==> src/rtl/reg_scoreboard_pkg.sv <==
// rtl/reg_scoreboard_pkg.sv - shared core constants and issue-bus layout for the register scoreboard
package reg_scoreboard_pkg;

  localparam int SB_NREG    = 32;
  localparam int SB_AW      = 5;
  localparam int SB_NRD     = 2;
  localparam int SB_DEPTH   = 4;
  localparam int SB_MAXPEND = 3;

  typedef struct packed {
    logic                     we;
    logic [SB_AW-1:0]         waddr;
    logic [SB_NRD-1:0]        rden;
    logic [SB_NRD*SB_AW-1:0]  raddr;
  } sb_issue_t;

endpackage

==> src/rtl/reg_scoreboard_sb_fifo.sv <==
// rtl/reg_scoreboard_sb_fifo.sv - DEPTH x AW synchronous FIFO of in-flight destination registers
module sb_fifo
  import reg_scoreboard_pkg::*;
#(
  parameter int DEPTH = SB_DEPTH,
  parameter int AW    = SB_AW
) (
  input  logic                       clk,
  input  logic                       reset,
  input  logic                       push,
  input  logic [AW-1:0]              push_data,
  input  logic                       pop,
  output logic [AW-1:0]              head,
  output logic [$clog2(DEPTH+1)-1:0] count
);

  localparam int CW = $clog2(DEPTH + 1);
  localparam int PW = (DEPTH > 1) ? $clog2(DEPTH) : 1;

  logic [AW-1:0] mem [DEPTH];
  logic [PW-1:0] wr_ptr;
  logic [PW-1:0] rd_ptr;
  logic          do_push;
  logic          do_pop;

  assign do_push = push && (count != CW'(DEPTH));
  assign do_pop  = pop && (count != '0);
  assign head    = mem[rd_ptr];

  // Storage needs no reset: head is only meaningful while count != 0.
  always_ff @(posedge clk) begin
    if (do_push) mem[wr_ptr] <= push_data;
  end

  always_ff @(posedge clk) begin
    if (!reset) begin
      wr_ptr <= '0;
      rd_ptr <= '0;
      count  <= '0;
    end else begin
      if (do_push) wr_ptr <= wr_ptr + 1'b1;
      if (do_pop)  rd_ptr <= rd_ptr + 1'b1;
      if (do_push && !do_pop)      count <= count + 1'b1;
      else if (do_pop && !do_push) count <= count - 1'b1;
    end
  end

endmodule

==> src/rtl/reg_scoreboard.sv <==
// rtl/reg_scoreboard.sv - in-order register scoreboard stalling decode on RAW (and WAW with SB_WAW_CHECK_EN)
module reg_scoreboard
  import reg_scoreboard_pkg::*;
#(
  parameter int NREG    = SB_NREG,
  parameter int AW      = SB_AW,
  parameter int NRD     = SB_NRD,
  parameter int DEPTH   = SB_DEPTH,
  parameter int MAXPEND = SB_MAXPEND
) (
  input  logic                       clk,
  input  logic                       reset,
  input  logic                       iss_valid,
  output logic                       iss_ready,
  input  logic                       iss_we,
  input  logic [AW-1:0]              iss_waddr,
  input  logic [NRD-1:0]             iss_rden,
  input  logic [NRD*AW-1:0]          iss_raddr,
  input  logic                       ret_valid,
  output logic [AW-1:0]              ret_waddr,
  output logic                       busy,
  output logic [$clog2(DEPTH+1)-1:0] pend_cnt,
  output logic                       err
);

  localparam int CW  = $clog2(DEPTH + 1);
  localparam int PCW = $clog2(MAXPEND + 1);

  logic [PCW-1:0]  cnt [NREG];
  logic [AW-1:0]   head;
  logic [CW-1:0]   count;
  logic            tracked;
  logic            raw;
  logic            cap;
  logic            waw;
  logic            fire;
  logic            pop;
  logic [NREG-1:0] inc;
  logic [NREG-1:0] dec;

  assign tracked = iss_we && (iss_waddr != '0);

  always_comb begin
    raw = 1'b0;
    for (int i = 0; i < NRD; i++) begin
      if (iss_rden[i] && (iss_raddr[i*AW +: AW] != '0) && (cnt[iss_raddr[i*AW +: AW]] != '0))
        raw = 1'b1;
    end
  end

  // Capacity is judged on pre-edge state, so a same-cycle retire never frees a slot.
  assign cap = tracked && ((count == CW'(DEPTH)) || (cnt[iss_waddr] == PCW'(MAXPEND)));

`ifdef SB_WAW_CHECK_EN
  assign waw = tracked && (cnt[iss_waddr] != '0);
`else
  assign waw = 1'b0;
`endif

  assign iss_ready = !(raw || cap || waw);
  assign fire      = iss_valid && iss_ready && tracked;
  assign pop       = ret_valid && (count != '0);

  sb_fifo #(
    .DEPTH (DEPTH),
    .AW    (AW)
  ) u_fifo (
    .clk       (clk),
    .reset     (reset),
    .push      (fire),
    .push_data (iss_waddr),
    .pop       (pop),
    .head      (head),
    .count     (count)
  );

  always_comb begin
    inc = '0;
    dec = '0;
    if (fire) inc[iss_waddr] = 1'b1;
    if (pop)  dec[head]      = 1'b1;
  end

  always_ff @(posedge clk) begin
    if (!reset) begin
      for (int r = 0; r < NREG; r++) cnt[r] <= '0;
      err <= 1'b0;
    end else begin
      if (ret_valid && (count == '0)) err <= 1'b1;
      // Issue and retire to the same register cancel out.
      for (int r = 0; r < NREG; r++) begin
        if (inc[r] && !dec[r])      cnt[r] <= cnt[r] + 1'b1;
        else if (dec[r] && !inc[r]) cnt[r] <= cnt[r] - 1'b1;
      end
    end
  end

  assign ret_waddr = (count != '0) ? head : '0;
  assign busy      = (count != '0);
  assign pend_cnt  = count;

endmodule
==> config.mk <==
export PLATFORM = sky130hd
export DESIGN_NAME = reg_scoreboard
export DESIGN_NICKNAME = d
export VERILOG_FILES = /design/src/rtl/reg_scoreboard_pkg.sv /design/src/rtl/reg_scoreboard_sb_fifo.sv /design/src/rtl/reg_scoreboard.sv
export SDC_FILE = /design/constraint.sdc
export NUM_CORES = 1
export LEC_CHECK = 0
export CAP_MARGIN = 20
export CORE_AREA = 4 4 116 118
export CTS_CLUSTER_DIAMETER = 100
export DETAILED_ROUTE_END_ITERATION = 8
export DIE_AREA = 0 0 120 122
export GPL_TIMING_DRIVEN = 0
export PLACE_DENSITY = 0.83
export SYNTH_ARGS = -nofsm -noshare
export SYNTH_HDL_FRONTEND = slang
export SYNTH_SLANG_ARGS = --single-unit
==> constraint.sdc <==
create_clock -name clk -period 12.2 [get_ports clk]
set_input_delay 1.83 -clock clk [delete_from_list [all_inputs] [get_ports clk]]
set_output_delay 1.83 -clock clk [all_outputs]
set_load 0.005 [all_outputs]
# After elaboration in Yosys (flattened, before gate mapping)
# Memories as Yosys holds them, arrays and structs flattened. A register that Yosys moved wholly into a read port is not among the register bits.
# Index checks and enable logic that the tools add are counted.
[op_classes] add_sub_neg=68 multipliers=0 div_mod_pow=0 n_lt_le_gt_ge=4 n_eq_ne=3 n_shift=0 n_mux=304 bitwise=64 n_reduce_logical=157
[ops] operator="1-bit two-way mux" count=231
[ops] operator="2-bit two-way mux" count=66
[ops] operator="1-bit logical AND" count=80
[ops] operator="2-bit by 1-bit adder with 2-bit output (second input constant)" count=34
[ops] operator="1-bit logical NOT" count=67
[ops] operator="32-bit two-way mux" count=2
[ops] operator="1-bit OR" count=64
[ops] operator="2-bit by 1-bit subtractor with 2-bit output (second input constant)" count=32
[ops] operator="5-bit nonzero test" count=3
[ops] operator="5-bit by 6-bit less-than comparator with 1-bit output (second input constant)" count=2
[ops] operator="1-bit demux with 5-bit select" count=2
[ops] operator="5-bit by 1-bit greater-or-equal comparator with 1-bit output (second input constant)" count=2
[ops] operator="3-bit two-way mux" count=2
[ops] operator="2-bit nonzero test" count=3
[ops] operator="5-bit two-way mux" count=1
[ops] operator="3-bit by 1-bit adder with 3-bit output (second input constant)" count=1
[ops] operator="3-bit == test (second input constant)" count=1
[ops] operator="3-bit logical NOT" count=1
[ops] operator="3-bit inequality test (second input constant)" count=1
[ops] operator="3-bit nonzero test" count=1
[ops] operator="3-bit by 1-bit subtractor with 3-bit output (second input constant)" count=1
[ops] operator="2-bit == test (second input constant)" count=1
[ops] operator="1-bit logical OR" count=2
[word_totals] register_bits=8 latchBits=0 ram_bits=84 rom_bits=0 input_bits=22 wordCells=606 mem_count=2
[mem_list] name="cnt" depth=32 word_bits=2 read_ports=35 rd_clocked_by_memory_dff=0 write_ports=32 line="reg_scoreboard.sv:29" text="logic [PCW-1:0] cnt [NREG];"
[mem_list] name="u_fifo.mem" depth=4 word_bits=5 read_ports=1 rd_clocked_by_memory_dff=1 write_ports=1 line="reg_scoreboard_sb_fifo.sv:20" text="logic [AW-1:0] mem [DEPTH];"

# Logic depth before layout (Yosys ltp)
# Gate-level depths: netlist of the first run.
[depth] ltp_word=17 ltp_mapped=18 depth_no_buf=13

# Modules after synthesis
# A second synthesis of the first run with hierarchy kept.
[unflattened] cells_unflattened=726 area_unflattened_um2=6931.6
[modules_own_cells] mod="reg_scoreboard" instances=1 cells_each=654 area_each_um2=5723.0
[modules_own_cells] mod="sb_fifo" instances=1 cells_each=72 area_each_um2=1208.7

# Worst setup path before layout of the first run
# OpenSTA, ideal clock, no wires.
[synth_timing] path_type="input port to output port" start="in iss_raddr[2]" end="out iss_ready" arrival_ns=3.908 slack_ns=6.462 path_stages=10 n_path_buf=4 path_cell_list="clkbuf_1 clkbuf_1 o21ai_0 mux4_2 nor2_1 a211oi_1 clkbuf_1 nor2_1 clkbuf_1 o21a_1"
[synth_between] elab_chain_len=7 elab_cells_between_ends=9
[synth_lines] item="start, declared" line="reg_scoreboard.sv:18" text="input logic [NRD*AW-1:0] iss_raddr,"
[synth_lines] item="memory 32 x 2 bit or 5-bit nonzero test (tied branches)"
[synth_lines] item="2-bit nonzero test or 1-bit logical AND (tied branches)" line="reg_scoreboard.sv:46" text="if (iss_rden[i] && (iss_raddr[i*AW +: AW] != '0) && (cnt[iss_raddr[i*AW +: AW]] != '0))"
[synth_lines] item="1-bit logical AND *" line="reg_scoreboard.sv:46"
[synth_lines] item="1-bit two-way mux * (2 in series)" line="reg_scoreboard.sv:46"
[synth_lines] item="1-bit logical OR *" line="reg_scoreboard.sv:60" text="assign iss_ready = !(raw || cap || waw);"
[synth_lines] item="1-bit logical NOT *" line="reg_scoreboard.sv:60"
[synth_lines] item="end, declared" line="reg_scoreboard.sv:14" text="output logic iss_ready,"
# Mark *: on every way between the ends. The rest lies on a longest branch, timed or not.

# Worst setup path in the final report of the first run
[layout_timing] start="in iss_waddr[0]" end="out iss_ready"
[layout_between] elab_chain_len=6 elab_cells_between_ends=8
[layout_lines] item="start, declared" line="reg_scoreboard.sv:16" text="input logic [AW-1:0] iss_waddr,"
[layout_lines] item="memory 32 x 2 bit"
[layout_lines] item="2-bit == test" line="reg_scoreboard.sv:52" text="assign cap = tracked && ((count == CW'(DEPTH)) || (cnt[iss_waddr] == PCW'(MAXPEND)));"
[layout_lines] item="1-bit logical OR" line="reg_scoreboard.sv:52"
[layout_lines] item="1-bit logical AND *" line="reg_scoreboard.sv:52"
[layout_lines] item="1-bit logical OR *" line="reg_scoreboard.sv:60"
[layout_lines] item="1-bit logical NOT *" line="reg_scoreboard.sv:60"
# Marks and branches as above.

==> flow_summary.yaml, run 1 <==
die:
  dieArea_sq_mm: 0.0146
  dieWidth_um: 120
  io_pins: 33
  core.rowCount: 41
  die_h_um: 122
  core_area_sq_mm: 0.0125
  initial_core_util_pct: 54.4
timing:
  setup_viol: 0
  relSlewSlack_pct: 32.7
  timing.final.crit_period_ns: 7.71
  fin_crit_sh_pct: 63.2
  rsz0062_at_grt: "no"
  worstMarginPinSlew_ns: 1.00
  tns_ns: 0
  hold_violations: 0
  hold_ws_ns: 0.491
  fin_skew_ns: 0.00845
  slew_violations: 0
  fmax_ghz: 0.130
  setup_slack_ns: 4.49
layout:
  fin_util_pct: 60.6
  syn2layout_area_growth_pct: 11.4
  drive_gt1_share_pct: 9.85
  fin_nets: 774
  antenna_cells: 0
grt:
  grt_pass1_wl_um: 32800
  grt_use_total_pct: 29.7
  grt_overflow_total: 0
  grt_max_degree: 18
  grt_pass1_vias: 5994
  antenna_found_initial: 0
cts:
  hold_buffers: 0
  numCtsBuffers: 9
  clk_latency_ns: 0.36
  cts.sinks: 94
  root_buffer: "clkbuf_16"
  cts.clk_slew.worst_paths_ns: 0.07
  cts_max_level: 3
  cts_tree: "built"
  cts_setup_buffers: 0
  cts-resized-gates: 0
  clk_path_buf_depth: 2
worst_setup_path:
  startpoint_type: "primary input"
  critPathKind: "primary input to output port"
  worst-path-max-fanout: 10
  r2r-end: "u_fifo.count[2]"
  ff2ff_setup_slack_ns: 7.32
  critPathRequiredTime_ns: 10.37
  critical_path_arrival_ns: 5.88
  end_kind: "output port"
  r2r-start: "cnt[16][0]"
  ff2ff_path_depth: 16
logic_synthesis:
  ys_warn_count: 0
  synthSimpleGateAreaFrac_pct: 24.3
  synth_commonest_cells: "103 x nor2_1, 84 x edfxtp_1, 59 x nand2_1"
  post-synth-top-count-cell: "nor2_1"
  netlist_area_sq_mm: 0.00678
  synth_area_leaders: "edfxtp_1 37%, mux4_2 8.3%, nor2_1 5.7%"
  seq_area_frac_synth_pct: 40.2
  yosysTopAreaCellShare_pct: 37.2
  syn-num-nets: 735
  synth_xor_area_share_pct: 5.56
  synth_top_family_by_area: "simple AND/OR/NAND/NOR gates"
  synth-compound-area-share_pct: 12.5
  synthDistinctLibCells: 59
  async_reset_ff_share_pct: 0
  syn_avg_cell_area_sq_um: 9.58
  yosys.area_share.adder_pct: 1.22
  synth_edf_count: 84
  synthFlopType: "edfxtp_1"
  yosys.area.top_type: "edfxtp_1"
  ys_seq_elements: 94
  synth_cells: 707
  synth_mux_area_share_pct: 13.0
placement:
  dp_hpwl_um: 16000
  pre_cts_ws_ns: 4.61
  port_buffers: 27
  place.gp.congestion: 1.09
routing:
  final_antenna_net_count: 0
  routed_via_density: 6.82
  drc: 0
  num_vias: 6298
  wl_um: 21300
  firstDrtPassIters: 5
  post_drt_wl_per_cell_um: 23.1
  drt_iter0_markers: 833
min_path:
  hold_class: "flip-flop to flip-flop"
  min_to: "err"
  whs_path_depth: 2
  min-delay-start: "err"
power_and_ir_drop:
  peakVddDrop_mv: 0.122
  power.density_mw_per_mm2: 133
  p_total_mw: 1.01
  p_leak_nw: 2.46
status:
  outcome: "finished clean"
flow_run:
  cap_violations: 0
[logic make-up after synthesis]
logic type                 after synthesis
AOI/OAI and AO/OA                      120
xor gates and xnor gates                43
and+or+nand+nor                        333
DFF                                     94
buffers and inverters                   55
muxes                                   56
adders and majority gates                6
[area by class of cell]
class | count | area, sq um
Clock buffer | 10 | 229
Sequential cell | 94 | 2720
Clock inverter | 6 | 53.8
Buffer | 45 | 188
Inverter | 10 | 37.5
Tap cell | 172 | 215
Multi-Input combinational cell | 558 | 3830
Fill cell | 1062 | 4920
Timing Repair Buffer | 28 | 275
[metrics by stage]
step / instance area [sq um] / std cells
6_report: 7550 / 923
5_1_grt: 7550 / 923
4_1_cts: 7550 / 923
3_5_place_dp: 7270 / 907
3_3_place_gp: 7260 / 906
2_1_floorplan: 6780 / 707
[worst max path at each step]
stage            startpoint         to  slack (ns)
2_1_floorplan  iss_raddr[2]  iss_ready        6.46
3_3_place_gp   iss_waddr[0]  iss_ready        4.57
3_5_place_dp   iss_waddr[0]  iss_ready        4.61
4_1_cts        iss_waddr[0]  iss_ready        4.60
5_1_grt        iss_waddr[0]  iss_ready        4.28
6_report       iss_waddr[0]  iss_ready        4.49
[power breakdown]
part	internal (mW)	total, mW	switching, mW
registers	0.381	0.412	0.0307
logic	0.131	0.315	0.185
clock network	0.142	0.278	0.135
total	0.654	1.01	0.351
[worst max-delay path, cell delays in order]
cell	delay (ns)
clkdlybuf4s50_1	0.75
buf_6	0.25
buf_1	0.69
mux2i_1	0.22
o21ai_0	0.20
a31oi_1	0.06
o2111a_2	0.31
nor2_2	0.32
clkbuf_1	0.51
nor2_1	0.10
o21a_1	0.18
clkdlybuf4s50_1	0.45
[sequential cells by signal (all words and copies together) (netlist names), named ones only]
name / flops
cnt: 64
u_fifo.wr_ptr: 2
u_fifo.rd_ptr: 2
u_fifo.mem: 20
u_fifo.count: 3
err: 1
[metal layers]
layer	vias up	global-route usage (%)	share of wire, %
met5	-	0	0
met4	0	13.2	4.1
met3	72	6.41	13
met2	466	46.6	45
met1	2999	39.7	38
li1	2761	-	-
[placed cells by master, fill, tap and decap left out, types with 4 or more instances in the layout]
cell type	count
o21ai_0	27
clkbuf_16	9
a211oi_1	17
xor2_1	17
nor3_1	25
and2_1	14
ha_1	5
a21oi_1	14
clkbuf_1	38
xnor2_1	26
or2_2	8
o31ai_1	12
a31o_2	5
mux2i_1	25
nand4b_1	4
o2111ai_1	10
o32ai_1	5
nand3_1	47
or3_1	17
mux4_2	25
o211ai_1	9
nor2b_1	4
clkdlybuf4s50_1	27
nor3b_1	8
mux2_2	6
nor2_1	103
buf_2	4
dfxtp_1	10
edfxtp_1	84
inv_1	9
nand2_1	59
nand4_1	8
nor4_1	9
nand3b_1	9
(Power assumes the default switching activity.)
==> run 2: changes to the inputs <==
--- a/config.mk
+++ b/config.mk
@@ -11,7 +11,7 @@
 export DETAILED_ROUTE_END_ITERATION = 8
 export DIE_AREA = 0 0 120 122
 export GPL_TIMING_DRIVEN = 0
-export PLACE_DENSITY = 0.83
+export PLACE_DENSITY = 0.86
 export SYNTH_ARGS = -nofsm -noshare
 export SYNTH_HDL_FRONTEND = slang
 export SYNTH_SLANG_ARGS = --single-unit
==> constraint.sdc (replaced) <==
create_clock -name clk -period 6.4 [get_ports clk]
set_input_delay 0.96 -clock clk [delete_from_list [all_inputs] [get_ports clk]]
set_output_delay 0.96 -clock clk [all_outputs]
set_load 0.005 [all_outputs]
==> flow_summary.yaml, run 2 (same netlist as run 1, synthesis figures left out) <==
status:
  outcome: "finished clean"
flow_run:
  cap_violations: 0
placement:
  port_buffers: 27
  place.gp.congestion: 1.04
  dp_hpwl_um: 16000
  postPlaceCellArea_sq_mm: 0.00727
  dp.cells: 906
die:
  dieWidth_um: 120
  initial_core_util_pct: 54.4
  dieArea_sq_mm: 0.0146
  io_pins: 33
  core_area_sq_mm: 0.0125
  core.rowCount: 41
  die_h_um: 122
grt:
  grt_use_total_pct: 30.3
  grt_overflow_total: 0
  grt_pass1_wl_um: 33500
  grt_pass1_vias: 6341
  grt_max_degree: 17
  antenna_found_initial: 0
power_and_ir_drop:
  p_total_mw: 1.95
  p_int_mw: 1.28
  sw_frac_of_total_pct: 34.4
  p_leak_nw: 2.48
  peakVddDrop_mv: 0.205
  switchingPower_uw: 670
  combPwrFrac_pct: 31.4
  power.density_mw_per_mm2: 257
  pwr-share-clk_pct: 28.2
  seqPwrFrac_pct: 40.5
layout:
  layout.cells.non_filler: 923
  fin_util_pct: 60.7
  multi_input_area_sq_mm: 0.00383
  final_common_cell: "nor2_1"
  n_fill_cell: 1005
  fin_area_sq_mm: 0.00757
  drive_gt1_share_pct: 9.87
  fin_nets: 773
  largest_reg_flops: 64
  top_register: "cnt"
  syn2layout_area_growth_pct: 11.7
  final_cell_mix: "103 x nor2_1, 84 x edfxtp_1, 59 x nand2_1"
  ff_latch_area_sq_mm: 0.00272
  reg_top3: "cnt (64), u_fifo.mem (20), u_fifo.count (3)"
cts:
  cts-resized-gates: 0
  clk_path_buf_depth: 2
  cts_max_level: 3
  clk_latency_ns: 0.36
  cts.clk_slew.worst_paths_ns: 0.06
  numCtsBuffers: 9
  cts_tree: "built"
  cts_setup_buffers: 0
  hold_buffers: 0
  cts.sinks: 94
  root_buffer: "clkbuf_16"
timing:
  rsz0062_at_grt: "no"
  fin_crit_sh_pct: 93.3
  slew_violations: 0
  relSlewSlack_pct: 20.8
  tns_ns: 0
  worstMarginPinSlew_ns: 1.18
  timing.final.crit_period_ns: 5.97
  fin_skew_ns: 0.0109
  fmax_ghz: 0.167
  hold_violations: 0
  setup_viol: 0
routing:
  wl_um: 21900
  num_vias: 6403
  drt_iter0_markers: 759
  routed_via_density: 6.94
  final_antenna_net_count: 0
  firstDrtPassIters: 6
  post_drt_wl_per_cell_um: 23.8
  drc: 0
worst_setup_path:
  r2r-start: "cnt[25][0]"
  worst-path-max-fanout: 10
  ff2ff_setup_slack_ns: 1.59
  end_kind: "output port"
  r2r-end: "u_fifo.count[2]"
  critPathKind: "primary input to output port"
  startpoint: "iss_raddr[7]"
  critical_path_arrival_ns: 5.01
  ff2ff_path_depth: 16
  critPathRequiredTime_ns: 5.44
  startpoint_type: "primary input"
  crit_end: "iss_ready"
min_path:
  hold_class: "flip-flop to flip-flop"
[run 2: worst max-delay path, stage by stage]
cell,delay (ns)
clkdlybuf4s50_1,0.63
clkbuf_1,0.41
nor4b_1,0.34
nor3_1,0.10
a21o_1,0.17
o211ai_1,0.19
o211ai_1,0.18
clkbuf_1,0.28
nor2_1,0.44
clkbuf_1,0.58
o21a_1,0.23
clkdlybuf4s50_1,0.51
[run 2: per-layer routing]
layer	GRT usage, %	vias up	share of wire [%]
li1	-	2747	-
met1	36.7	3031	36
met2	49.0	514	45
met3	8.22	111	13
met4	17.1	0	5.3
met5	0	-	0
[run 2: per-stage QoR]
step	setup WS [ns]	hold WS (ns)
2_1_floorplan	1.63	0.460
3_3_place_gp	0.136	0.459
3_5_place_dp	0.0762	0.473
4_1_cts	0.406	0.493
5_1_grt	0.300	0.524
6_report	0.426	0.483
[run 2: worst min-delay path by stage]
stage                     depth (start not counted)  start  endpoint  slack [ns]
after detailed placement                          2    err       err        0.47
after global placement                            2    err       err        0.46
after global routing                              2    err       err        0.52
after floorplan                                   2    err       err        0.46
final                                             2    err       err        0.48
after CTS                                         2    err       err        0.49
[run 2: power by group through the flow]
stage	combinational, mW	clock (mW)	sequential [mW]
after floorplan	0.369	0	0.780
after global placement	0.575	0	0.796
after detailed placement	0.590	0	0.800
after CTS	0.596	0.544	0.787
after global routing	0.655	0.570	0.793
final	0.611	0.549	0.788
[run 2: layout make-up]
type,instances,area share (%)
multi-input cells,558,50.7
repair buffers,27,3.60
plain buffers,45,2.48
flip-flops and latches,94,36.0
inverters,10,0.496
well taps,172,2.84
clock inverters,7,0.926
clock buffers,9,2.98
diodes,1,0.0331
